File: config.mk
export PLATFORM = sky130hd
export DESIGN_NAME = board_monitor
export DESIGN_NICKNAME = d
export VERILOG_FILES = /design/src/rtl/board_monitor.sv
export SDC_FILE = /design/constraint.sdc
export NUM_CORES = 1
export LEC_CHECK = 0
export ABC_AREA = 1
export BUFFER_PORTS_ARGS = -buffer_cell sky130_fd_sc_hd__buf_4
export CAP_MARGIN = 20
export CORE_MARGIN = 2
export CORE_UTILIZATION = 40
export DETAILED_ROUTE_END_ITERATION = 12
export GPL_TIMING_DRIVEN = 1
export PLACE_DENSITY = 0.63
export SLEW_MARGIN = 5
export SYNTH_ARGS = -nofsm -noshare
export SYNTH_HDL_FRONTEND = slang
export SYNTH_SLANG_ARGS = --single-unit
File: constraint.sdc
create_clock -name clk -period 2.05 [get_ports clk]
set_input_delay 0.3075 -clock clk [delete_from_list [all_inputs] [get_ports clk]]
set_output_delay 0.3075 -clock clk [all_outputs]
set_load 0.02 [all_outputs]
File: src/rtl/board_monitor.sv
// board_monitor: run/step CPU clock-enable generator, display-source selector,
// iterative binary-to-BCD 7-segment driver and status LEDs.
// Optional feature macro: BOARD_MONITOR_LZB_EN (leading-zero blanking).
module board_monitor #(
    parameter int unsigned DIVISOR         = 50_000_000,
    parameter int unsigned ADDR_WIDTH      = 6,
    parameter int unsigned DATA_WIDTH      = 16,
    parameter int unsigned DIGITS          = 4,
    parameter int unsigned DEBOUNCE_CYCLES = 500_000
) (
    input  logic                    clk,
    input  logic                    rst_n,
    input  logic                    run_sw,
    input  logic                    step_btn,
    input  logic                    mode_btn,
    input  logic [ADDR_WIDTH-1:0]   pc,
    input  logic [ADDR_WIDTH-1:0]   sp,
    input  logic [DATA_WIDTH-1:0]   out,
    input  logic [ADDR_WIDTH-1:0]   mem_addr,
    output logic                    cpu_clk_en,
    output logic                    busy,
    output logic [9:0]              led,
    output logic [7*DIGITS-1:0]     hex
);

    localparam int unsigned W     = (ADDR_WIDTH > DATA_WIDTH) ? ADDR_WIDTH : DATA_WIDTH;
    localparam int unsigned BW    = 4 * DIGITS;
    localparam int unsigned DIV_W = (DIVISOR > 2) ? $clog2(DIVISOR) : 1;
    localparam int unsigned DB_W  = $clog2(DEBOUNCE_CYCLES + 1);
    localparam int unsigned CNT_W = $clog2(W + 1);

`ifdef BOARD_MONITOR_LZB_EN
    localparam bit LZB_EN = 1'b1;
`else
    localparam bit LZB_EN = 1'b0;
`endif

    function automatic longint unsigned pow10(input int unsigned n);
        longint unsigned r;
        r = 1;
        for (int unsigned i = 0; i < n; i++) r = r * 10;
        return r;
    endfunction

    localparam longint unsigned LIMIT = pow10(DIGITS);

    typedef enum logic [1:0] {S_IDLE, S_LOAD, S_SHIFT, S_DONE} state_t;

    state_t                  state, state_nxt;
    logic [1:0]              run_sync;
    logic                    run_s;
    logic [1:0]              btn_meta, btn_s, db_lvl, db_prev, press_c;
    logic [1:0][DB_W-1:0]    db_cnt;
    logic [DIV_W-1:0]        div_cnt, div_nxt;
    logic                    en_nxt, heartbeat;
    logic [1:0]              sel, sel_lat, last_sel;
    logic [W-1:0]            src, shreg, val_lat, last_val;
    logic                    last_vld;
    logic [BW-1:0]           bcd, bcd_adj;
    logic [CNT_W-1:0]        bit_cnt;
    logic [7*DIGITS-1:0]     hex_nxt;

    assign run_s   = run_sync[1];
    assign press_c = db_lvl & ~db_prev;

    // Synchronise the switch and buttons, then debounce buttons (index 0 = step, 1 = mode)
    always_ff @(posedge clk or negedge rst_n) begin
        if (!rst_n) begin
            run_sync <= '0;
            btn_meta <= '0;
            btn_s    <= '0;
            db_lvl   <= '0;
            db_prev  <= '0;
            db_cnt   <= '0;
        end else begin
            run_sync <= {run_sync[0], run_sw};
            btn_meta <= {mode_btn, step_btn};
            btn_s    <= btn_meta;
            db_prev  <= db_lvl;
            for (int i = 0; i < 2; i++) begin
                if (btn_s[i] == db_lvl[i]) begin
                    db_cnt[i] <= '0;
                end else if (db_cnt[i] == DB_W'(DEBOUNCE_CYCLES - 1)) begin
                    db_lvl[i] <= btn_s[i];
                    db_cnt[i] <= '0;
                end else begin
                    db_cnt[i] <= db_cnt[i] + 1'b1;
                end
            end
        end
    end

    // Next divider count and clock-enable: free-running in run mode, step press otherwise
    always_comb begin
        div_nxt = '0;
        en_nxt  = 1'b0;
        if (run_s) begin
            div_nxt = (div_cnt == DIV_W'(DIVISOR - 1)) ? '0 : div_cnt + 1'b1;
            en_nxt  = (div_nxt == DIV_W'(DIVISOR - 1));
        end else begin
            en_nxt  = press_c[0];
        end
    end

    // Divider, clock-enable pulse, heartbeat, display-source select and LED register
    always_ff @(posedge clk or negedge rst_n) begin
        if (!rst_n) begin
            div_cnt    <= '0;
            cpu_clk_en <= 1'b0;
            heartbeat  <= 1'b0;
            sel        <= '0;
            led        <= '0;
        end else begin
            div_cnt    <= div_nxt;
            cpu_clk_en <= en_nxt;
            heartbeat  <= heartbeat ^ en_nxt;
            if (press_c[1]) sel <= sel + 2'd1;
            led        <= {heartbeat, run_s, sel, busy, out[4:0]};
        end
    end

    // Zero-extended display source
    always_comb begin
        case (sel)
            2'd0:    src = W'(pc);
            2'd1:    src = W'(sp);
            2'd2:    src = W'(out);
            default: src = W'(mem_addr);
        endcase
    end

    // Conversion FSM state register
    always_ff @(posedge clk or negedge rst_n) begin
        if (!rst_n) state <= S_IDLE;
        else        state <= state_nxt;
    end

    // Conversion FSM next state
    always_comb begin
        state_nxt = state;
        case (state)
            S_IDLE:  if (!last_vld || src != last_val || sel != last_sel) state_nxt = S_LOAD;
            S_LOAD:  state_nxt = S_SHIFT;
            S_SHIFT: if (bit_cnt == CNT_W'(W - 1)) state_nxt = S_DONE;
            default: state_nxt = S_IDLE;
        endcase
    end

    // Double-dabble correction: add 3 to each BCD nibble >= 5 before the shift
    always_comb begin
        bcd_adj = bcd;
        for (int i = 0; i < int'(DIGITS); i++) begin
            if (bcd[4*i +: 4] >= 4'd5) bcd_adj[4*i +: 4] = bcd[4*i +: 4] + 4'd3;
        end
    end

    function automatic logic [6:0] seg7(input logic [3:0] d);
        case (d)
            4'd0:    return 7'b1000000;
            4'd1:    return 7'b1111001;
            4'd2:    return 7'b0100100;
            4'd3:    return 7'b0110000;
            4'd4:    return 7'b0011001;
            4'd5:    return 7'b0010010;
            4'd6:    return 7'b0000010;
            4'd7:    return 7'b1111000;
            4'd8:    return 7'b0000000;
            4'd9:    return 7'b0010000;
            default: return 7'b1111111;
        endcase
    endfunction

    // Segment image from the finished BCD: dashes on overflow, optional leading blanks
    always_comb begin
        logic lead;
        hex_nxt = '1;
        lead    = 1'b1;
        for (int i = int'(DIGITS) - 1; i >= 0; i--) begin
            if (64'(val_lat) >= LIMIT) begin
                hex_nxt[7*i +: 7] = 7'b0111111;
            end else if (LZB_EN && lead && bcd[4*i +: 4] == 4'd0 && i != 0) begin
                hex_nxt[7*i +: 7] = 7'b1111111;
            end else begin
                hex_nxt[7*i +: 7] = seg7(bcd[4*i +: 4]);
                lead = 1'b0;
            end
        end
    end

    // Conversion datapath, busy flag and display register
    always_ff @(posedge clk or negedge rst_n) begin
        if (!rst_n) begin
            shreg    <= '0;
            val_lat  <= '0;
            sel_lat  <= '0;
            bcd      <= '0;
            bit_cnt  <= '0;
            last_val <= '0;
            last_sel <= '0;
            last_vld <= 1'b0;
            busy     <= 1'b0;
            hex      <= '1;
        end else begin
            busy <= (state_nxt != S_IDLE);
            case (state)
                S_LOAD: begin
                    shreg   <= src;
                    val_lat <= src;
                    sel_lat <= sel;
                    bcd     <= '0;
                    bit_cnt <= '0;
                end
                S_SHIFT: begin
                    bcd     <= {bcd_adj[BW-2:0], shreg[W-1]};
                    shreg   <= {shreg[W-2:0], 1'b0};
                    bit_cnt <= bit_cnt + 1'b1;
                end
                S_DONE: begin
                    hex      <= hex_nxt;
                    last_val <= val_lat;
                    last_sel <= sel_lat;
                    last_vld <= 1'b1;
                end
                default: ;
            endcase
        end
    end

endmodule

==> impl_results.md <==
* Status: finished, final reports clean
* Relative slew slack at 0.621
* Power per standard cell area at 957 nW/um^2
* Post-DP Area at 10,900 um^2
* R2r startpoint: div_cnt[0]$_DFF_PN0_
* R2R Setup Slk at 30 ps
* R2R depth at 13
* Non-Filler Instances at 1,651
* Fillers at 2,301
* WHS Path Cells at 3
* Pre-CTS WS at -29.3 ps
* Port bufs at 78
* Row count at 56
* Die H at 159 um
* Synth Area per Inst at 8.21 um^2
* Met2 usage at 0.306
* Cell variety after synth at 45
* Ys flop type: dfrtp_1
* Req. time, crit path at 2410 ps
* Tot Pwr at 11.4 mW
* Final setup TNS at 0 ps
* Async set-reset flop share out of synthesis at 1.00
* Antenna Nets Post-Route at 0
* Final setup violating endpoints at 0
* DRC violations left at 0
* Share of the synthesized area in the top cell type at 0.429
* Syn nets at 1,243
* Clk pwr share at 0.282
* Pin count of the biggest net entering global routing at 53
* Gate Count Post-Synth at 1,171
* Clk root buf: clkbuf_16
* Register area share after synthesis at 0.506
* P_leak at 5.42 nW
* Core Region at 23,500 um^2
* IR drop worst, VDD at 576 uV
* Total Wirelength at 23,400 um
* GR peak layer: met2
* Pins Over Slew Limit at 0
* Final nets at 1,391
* Tmin final at 2020 ps
* Worst-path cell chain: ha_2 -> nand2_2 -> nor2_4 -> nand2_4 -> nor3_1 -> nor2_1 -> nor2_1 -> nand2_1 -> nor2_2 -> nand3_2 -> nand2_2 -> nand2_1 -> nand2_1
* Final Hold Viols at 0
* Final instance area at 11,900 um^2
* Die span in x at 159 um
* Sw Share at 0.342
* Yosys top cell by area: dfrtp_1
* Worst-path clk slew at 70 ps
* Critical path data arrival time at 2380 ps
* Global-route wire length before repair at 38,800 um
* Reg power frac at 0.435
* Slew @ Worst Pin at 569 ps
* CTS Buffer Depth at 2
* Fin Clk Skew at 11.1 ps
* IO Pins at 79
* Switching pwr at 3.91 mW
* Worst hold path type: input pin to register
* Crit path launch type: register
* Synth Cell Area at 9610 um^2
* CP Capture Type: register
* RD Place Congestion at 0.884
* Most frequent cell after synthesis: nand2_1
* Crit Path Max Fanout at 5
* Router iterations before antenna repair at 8
* Diodes inserted at 0
* Area grow syn2layout at 24.0%
* Setup crit start: div_cnt[0]$_DFF_PN0_
* Max_cap viols at 0
* Cts bufs inserted at 17
* Gr ovfl total at 0
* 1st-iter DRT viols at 557
* Clock Sinks at 193
* Critical path's largest stage delay at 380 ps
* Hold slack at 222 ps
* Met1 GRT Util at 0.253
* RSZ-0062 raised after global routing: yes
* Worst setup margin at 32.3 ps
* Share of cells above drive strength 1 at 0.209
* Synth Register Bits at 193
* Initial antenna violation count at 0
* Vias in the first global route at 7,949
* GRT met3 Usage at 0.0339
* Max Clock Freq at 496 MHz
* Final Core Density at 0.506
* Routed wire per std cell at 14.2 um
* Combinational share of power at 0.283
* Vias after detailed routing at 8,282
* Clk_lat worst skew at 430 ps
* Initial Utilization at 0.408
* Critical path type: register to register
* Total die area at 25,300 um^2
* Pint at 7.50 mW
* Period utilization at 0.984
* EDFF count, synth at 0
* Ranking of synthesized cells by area: dfrtp_1, nand2_1, dfstp_2
* Vias per cell at 5.02
* Crit path top cell by count: nand2_1
* CTS tree: done
* Htree depth at 4
* Gr usage total at 0.185
* Yosys warning total at 0
* Dpl cells at 1,597
* Post-DP HPWL at 16,800 um
* Commonest cells post-synth: nand2_1, dfrtp_1, nor2_1, inv_1, o21ai_0
* Crit-path slowest cell: dfrtp_1
* Hold path start: mem_addr[2]
-- cell families after synthesis --
family / share of synthesized area
xor gates and xnor gates: 0.0264
buffers and inverters: 0.0612
muxes: 0.00117
and+or+nand+nor: 0.238
DFF: 0.506
AOI/OAI and AO/OA: 0.124
adders and majority gates: 0.0429
-- worst max-delay path, delay by kind of cell, from the launching register on --
kind / cells / cell delay [ps]
adder cells (fa/ha/maj): 1 / 220
AND/OR/NAND/NOR: 12 / 1370
flip-flops: 1 / 380
-- cell type report --
cell class	instances	area [um^2]	area share
sequential	193	4870	0.409
multi-input combinational	823	4400	0.369
timing repair buffer	150	1190	0.100
inverter	134	503	0.0422
clock buffer	22	454	0.0381
tap	319	399	0.0335
clock inverter	10	103	0.00861
-- registers in the layout, indices dropped and copies added (netlist names), 2 cells and up --
signal and flops:
db_cnt 38, hex 28, div_cnt 26, bcd 16, last_val 16, shreg 16
val_lat 16, led 10, bit_cnt 5, btn_meta 2, btn_s 2, db_lvl 2
db_prev 2, last_sel 2, run_sync 2, sel 2, sel_lat 2, state 2
-- power groups by stage --
stage / logic, mW / clock network [mW] / registers [mW]
6_report: 3.23 / 3.22 / 4.96
3_5_place_dp: 3.23 / 0 / 5.03
4_1_cts: 3.26 / 3.29 / 4.97
3_3_place_gp: 3.20 / 0 / 5.02
5_1_grt: 3.59 / 3.47 / 5.04
2_1_floorplan: 1.48 / 0 / 5.34
-- worst paths after layout --
check / endpoint
worst min register to register: run_sync[1]$_DFF_PN0_
worst max register to register: heartbeat$_DFF_PN0_
worst min-delay path: val_lat[2]$_DFFE_PN0N_
max in group asynchronous: last_val[13]$_DFFE_PN0N_
min in group asynchronous: bcd[1]$_DFFE_PN0P_
worst max-delay path: heartbeat$_DFF_PN0_
-- repair_timing --
| item | 4_1_cts | 5_1_grt |
|---|---|---|
| gates cloned | 0 | 1 |
| setup buffers | 0 | 12 |
| pin swaps | 0 | 25 |
| hold endpoints to repair | 30 | 0 |
| resized for setup | 5 | 63 |
| hold buffers | 9 | 0 |
| endpoints found under the setup margin | 2 | 22 |
-- cells in the final DEF, fill, tap and decap left out, types with 4 or more instances in the layout --
cell | Yosys | routed
dfrtp_1 | 165 | 161
ha_2 | 0 | 6
a21oi_1 | 67 | 66
buf_4 | 0 | 137
inv_1 | 128 | 125
clkbuf_16 | 0 | 17
nand2_1 | 271 | 261
xor2_1 | 23 | 20
dlygate4sd3_1 | 0 | 9
clkbuf_1 | 20 | 4
nor2_4 | 4 | 11
dfstp_2 | 28 | 28
o22ai_1 | 17 | 16
o211ai_1 | 12 | 12
nor2_2 | 8 | 12
nand2_2 | 6 | 15
nand3_1 | 52 | 50
a31oi_1 | 8 | 8
inv_2 | 3 | 6
nand3_2 | 3 | 4
o21ai_2 | 0 | 5
nor3_1 | 23 | 20
dfrtp_2 | 0 | 4
nand4_1 | 10 | 10
o21ai_0 | 86 | 81
nor2_1 | 157 | 146
o21bai_1 | 5 | 5
ha_1 | 33 | 26
xnor2_1 | 6 | 6
-- metal layers --
metal  routed length, um  part of all wire  up-vias
li1                    -                 -     4107
met1               10900              0.46     3958
met2               11200              0.48      190
met3                1090             0.047       27
met4                 293             0.013        0
met5                   0                 0        -
(Power assumes the default switching activity.)
